<file path="config.mk">
export PLATFORM = sky130hd
export DESIGN_NAME = alu_share_arbiter
export DESIGN_NICKNAME = d
export VERILOG_FILES = /design/src/rtl/alu_share_arbiter.sv
export SDC_FILE = /design/constraint.sdc
export NUM_CORES = 1
export LEC_CHECK = 0
export CORE_AREA = 2 2 168 170
export DETAILED_ROUTE_END_ITERATION = 10
export DIE_AREA = 0 0 170 172
export PLACE_DENSITY = 0.58
export SETUP_SLACK_MARGIN = 0.02
export SLEW_MARGIN = 20
export SYNTH_ARGS = -nofsm -noshare
export SYNTH_HDL_FRONTEND = slang
export SYNTH_SLANG_ARGS = --single-unit
</file>
<file path="constraint.sdc">
create_clock -name clk -period 2 [get_ports clk]
set_input_delay 0.4 -clock clk [delete_from_list [all_inputs] [get_ports clk]]
set_output_delay 0.4 -clock clk [all_outputs]
set_load 0.02 [all_outputs]
</file>
<file path="src/rtl/alu_share_arbiter.sv">
// alu_share_arbiter: round-robin sharing of one combinational ALU among NREQ valid/ready requesters
module alu_share_arbiter #(
  parameter int NREQ = 4,
  parameter int W    = 32
) (
  input  logic              clk,
  input  logic              rst_n,
  input  logic [NREQ-1:0]   req_valid,
  output logic [NREQ-1:0]   req_ready,
  input  logic [NREQ*W-1:0] req_a,
  input  logic [NREQ*W-1:0] req_b,
  input  logic [NREQ*4-1:0] req_ctrl,
  output logic [NREQ-1:0]   rsp_valid,
  input  logic [NREQ-1:0]   rsp_ready,
  output logic [W-1:0]      rsp_result,
  output logic              rsp_zero,
  output logic              rsp_err,
  output logic [W-1:0]      alu_a,
  output logic [W-1:0]      alu_b,
  output logic [3:0]        alu_ctrl,
  input  logic [W-1:0]      alu_result,
  input  logic              alu_zero,
  output logic              busy
);
  localparam int PW = $clog2(NREQ);
  localparam logic [1:0] IDLE = 2'd0, EXEC = 2'd1, RESP = 2'd2;
  logic [1:0]    state;
  logic [PW-1:0] rr_ptr, owner, win;
  logic          found, legal;
  logic [W-1:0]  a_q, b_q, res_q;
  logic [3:0]    ctrl_q;
  logic          zero_q, err_q;
  // first valid requester scanning upward from rr_ptr, wrapping at NREQ
  always_comb begin
    win = '0;
    found = 1'b0;
    for (int k = 0; k < NREQ; k++) begin
      if (!found && req_valid[(int'(rr_ptr) + k) % NREQ]) begin
        found = 1'b1;
        win = PW'((int'(rr_ptr) + k) % NREQ);
      end
    end
  end
  assign legal      = ctrl_q inside {4'b0000, 4'b0001, 4'b0010, 4'b0110, 4'b0111, 4'b1100};
  assign req_ready  = (state == IDLE && found) ? NREQ'(1) << win : '0;
  assign rsp_valid  = (state == RESP) ? NREQ'(1) << owner : '0;
  assign busy       = state != IDLE;
  assign alu_a      = a_q;
  assign alu_b      = b_q;
  assign alu_ctrl   = ctrl_q;
  assign rsp_result = res_q;
  assign rsp_zero   = zero_q;
  assign rsp_err    = err_q;
  always_ff @(posedge clk or negedge rst_n) begin
    if (!rst_n) begin
      state  <= IDLE;
      rr_ptr <= '0;
      owner  <= '0;
      a_q    <= '0;
      b_q    <= '0;
      ctrl_q <= '0;
      res_q  <= '0;
      zero_q <= 1'b0;
      err_q  <= 1'b0;
    end else begin
      case (state)
        IDLE: if (found) begin
          a_q    <= req_a[win*W +: W];
          b_q    <= req_b[win*W +: W];
          ctrl_q <= req_ctrl[win*4 +: 4];
          owner  <= win;
          state  <= EXEC;
        end
        EXEC: begin
          res_q  <= alu_result;
          zero_q <= alu_zero;
          err_q  <= !legal;
          state  <= RESP;
        end
        RESP: if (rsp_ready[owner]) begin
          rr_ptr <= (owner == PW'(NREQ - 1)) ? '0 : owner + 1'b1;
          state  <= IDLE;
        end
        default: state <= IDLE;
      endcase
    end
  end
endmodule

</file>
==> run_results.csv <==
group,metric,value,unit
placed_design,total_half_perimeter_wirelength_after_legalization_and_detailed_placement,19.08,mm
synthesis,synth_nets,824,
synthesis,synth_top_area_frac,0.4598,
timing,setup_total_neg_slack,-5.515,ns
timing,timing_hold_violations_final,0,
synthesis,edff_count_synth,0,
synthesis,synthDominantAreaCellType,"dfrtp_1",
final_layout,antenna_cells,0,
worst_setup_path,worstSetupStartpointType,"flip-flop",
timing,final.min_clock_period,2.331,ns
clock_network,tritoncts_num_sinks,108,
timing,timing.fmax,0.4290,GHz
clock_network,cts.htree.levels,3,
final_layout,syn_to_final_growth,109.9,%
placed_design,routabilityCongestion,0.7734,
worst_setup_path,timing.reg2reg.worst_path_depth,8,
floorplanning,die_area,29240,sq um
clock_network,clkSlewWorstSetupHoldPaths,0.09,ns
worst_setup_path,critical-path-top-cell-by-count,"or2_4",
drt,avgRoutedWirePerCell,20.76,um
placed_design,placedCellCount,1270,
timing,slew-limit-headroom,0.6567,
final_layout,fin_nets,1292,
clock_network,cts.root.buffer_cell,"clkbuf_16",
grt,grt_antenna_before_repair,0,
timing,post-route-worst-setup-slack,-0.3312,ns
synthesis,synth_ff_type,"dfrtp_1",
synthesis,synth.cell_area,5878,sq um
grt,gr-usage-all-layers,0.1761,
timing,finalMaxSlewViolations,0,
synthesis,mapped_cells,505,
timing,period_share,1.166,
final_layout,drive_above_1_share,0.2331,
final_layout,multi_input_area,3462,sq um
worst_setup_path,max_stage_delay,0.39,ns
worst_setup_path,critical_path.endpoint_type,"output port",
worst_setup_path,cpMaxStageDelayCell,"dfrtp_1",
synthesis,ys_seq_area_frac,0.4598,
clock_network,cts_inserted_buffers,9,
job,maxCapViolations,0,
drt,post-route-drc-count,0,
status,run_status,"complete, but fails checks",
synthesis,synthesis.yosys.warnings,0,
clock_network,cts_tree,"built",
power_and_ir_drop,comb_power_share,0.665,
final_layout,sequential_standard_cell_area,2705,sq um
timing,unrepaired_setup_endpoints_after_global_routing,"yes",
power_and_ir_drop,power.internal,10.50,mW
power_and_ir_drop,switching_share,0.4060,
floorplanning,start_util,0.2139,
floorplanning,area_of_the_core_region,27480,sq um
power_and_ir_drop,leakagePower,5.238,nW
synthesis,synth.most_common_cell,"mux2i_1",
power_and_ir_drop,power_frac_clock,0.109,
drt,drtAntennaViolNets,0,
worst_setup_path,critical_path_required,1.60,ns
drt,routed_vias,6083,
synthesis,synth.ff_latch_count,108,
power_and_ir_drop,power.share.sequential,0.226,
final_layout,final_instance_count_without_filler_cells,1324,
grt,grt_remaining_overflow,0,
clock_network,clock_insertion_delay_worst_skew,0.36,ns
clock_network,clock_path_buffers,2,
grt,grt_first_pass_wirelength,38.56,mm
floorplanning,die_x,170,um
power_and_ir_drop,power_switching,7.176,mW
synthesis,yosys-top-cells-count,"mux2i_1 (137), dfrtp_1 (108), nand2_1 (74), o221ai_1 (68), mux2_2 (34)",
grt,first_global_vias,6304,
synthesis,yosysUniqueCellTypes,29,
timing,fin_skew,0.01436,ns
status,violations,"negative setup slack",
power_and_ir_drop,power,17.68,mW
power_and_ir_drop,power_density,1432,nW/um^2
floorplanning,ios,426,
worst_setup_path,worstPathArrival,1.93,ns
timing,final_setup_violating_endpoints,71,
worst_setup_path,crit_type,"reg2out",
worst_setup_path,crit_chain,"or2_4 -> or2_4 -> buf_6 -> or2_4 -> nor2b_4 -> buf_12",
timing,holdWs,0.4875,ns
synthesis,synth.area.top_cells,"dfrtp_1 (46%), mux2i_1 (23%), o221ai_1 (10%)",
drt,routed_wirelength,27.49,mm
placed_design,port_buffers,425,
power_and_ir_drop,peakVddDrop,0.0006213,V
final_layout,filler_cell_count,2589,
drt,dr.pass1.iters,4,
timing,worst_slew_pin_slew,0.5150,ns
floorplanning,std_cell_rows,61,
synthesis,synthesized_area_per_cell,11.64,sq um
drt,first_iter_violations,173,
synthesis,synth_async_sr_flop_share,1.000,
hold_path,timing.hold.worst.class,"in2async",
floorplanning,chipHeight,172,um
drt,vias_per_cell,4.594,
worst_setup_path,crit_fanout,3,
grt,grt_start_max_net_pins,71,
-- through the flow --
step / utilization / instance area, sq um / setup slack, ns
detailed placement: 0.3888 / 10680 / -0.7426
floorplan: - / 5899 / -0.03769
finish: 0.4491 / 12340 / -0.3312
global route: 0.4491 / 12340 / -0.3986
CTS: 0.4303 / 11820 / -0.3619
global placement: 0.3888 / 10680 / -0.6961
-- worst paths after layout --
kind / start / end / slack, ns
min: rst_n / rsp_result[17] / 0.49
max reg2reg: state[1] / alu_a[20] / -0.16
max in group asynchronous: rst_n / alu_b[30] / 0.90
min in group clk: rsp_err / rsp_err / 0.49
max: state[1] / req_ready[2] / -0.33
min reg2reg: rsp_err / rsp_err / 0.49
-- area by class of cell --
| class | instances | share of cell area |
|---|---|---|
| tap | 346 | 0.03508 |
| multi-input combinational | 348 | 0.2806 |
| clock buffer | 9 | 0.01825 |
| clock inverter | 7 | 0.007199 |
| inverter | 6 | 0.002028 |
| timing repair buffer | 500 | 0.4376 |
| sequential | 108 | 0.2192 |
-- worst max-delay path, delay by kind of cell (launching register included) --
family	cells	cell delay [ns]
and+or+nand+nor	4	0.95
DFF	1	0.39
buffers and inverters	2	0.23
-- repair_timing --
item	4_1_cts	5_1_grt
cloned	12	5
pin swaps	17	17
setup buffers	17	11
endpoints found under the hold margin	24	0
hold buffers	1	0
gates resized for setup	102	103
endpoints found under the setup margin	79	77
-- logic make-up (layout without fill, tap and decap cells) --
| logic type | after synthesis | after routing | synth area share |
|---|---|---|---|
| simple gates | 93 | 93 | 0.06599 |
| compound gates | 79 | 79 | 0.1137 |
| flops | 108 | 108 | 0.4598 |
| mux | 172 | 172 | 0.3023 |
| buf+inv | 49 | 522 | 0.04981 |
| fa+ha+maj | 4 | 4 | 0.008515 |
-- power by group through the flow --
stage / clock network [mW] / logic [mW] / registers [mW]
6_report: 1.93 / 11.8 / 3.99
2_1_floorplan: 0 / 3.86 / 5.17
3_3_place_gp: 0 / 9.28 / 3.99
3_5_place_dp: 0 / 9.32 / 4.02
4_1_cts: 2.01 / 11.0 / 3.99
5_1_grt: 2.10 / 12.5 / 4.13
-- layout by cell type (no fill, tap or decap), drive strengths merged --
cell type	Yosys	final
a21o	1	1
a21oi	1	1
and2	4	4
and3	1	1
buf	27	73
bufbuf	0	2
clkbuf	16	17
clkdlybuf4s15	0	1
clkdlybuf4s50	0	409
clkinv	0	4
dfrtp	108	108
dlygate4sd2	0	5
dlygate4sd3	0	1
dlymetal6s2s	0	1
ha	4	4
inv	6	9
mux2	34	34
mux2i	137	137
mux4	1	1
nand2	75	75
nand2b	1	1
nor2	3	3
nor2b	4	4
nor3	1	1
nor4	1	1
o21ai	4	4
o221a	1	1
o221ai	68	68
o22ai	2	2
o31ai	1	1
o32ai	1	1
or2	3	3
-- metal layers --
metal / track usage / part of all wire
met5: 0 / 0
met4: 0.03902 / 0.0062
met3: 0.04738 / 0.068
met2: 0.3310 / 0.54
met1: 0.1989 / 0.39
-- registers in the layout (all words and copies together) (netlist names) --
signal / cells
alu_a: 32
alu_b: 32
owner: 2
rsp_err: 1
rsp_result: 32
rsp_zero: 1
alu_ctrl: 4
state: 2
rr_ptr: 2
(Power assumes the default switching activity.)
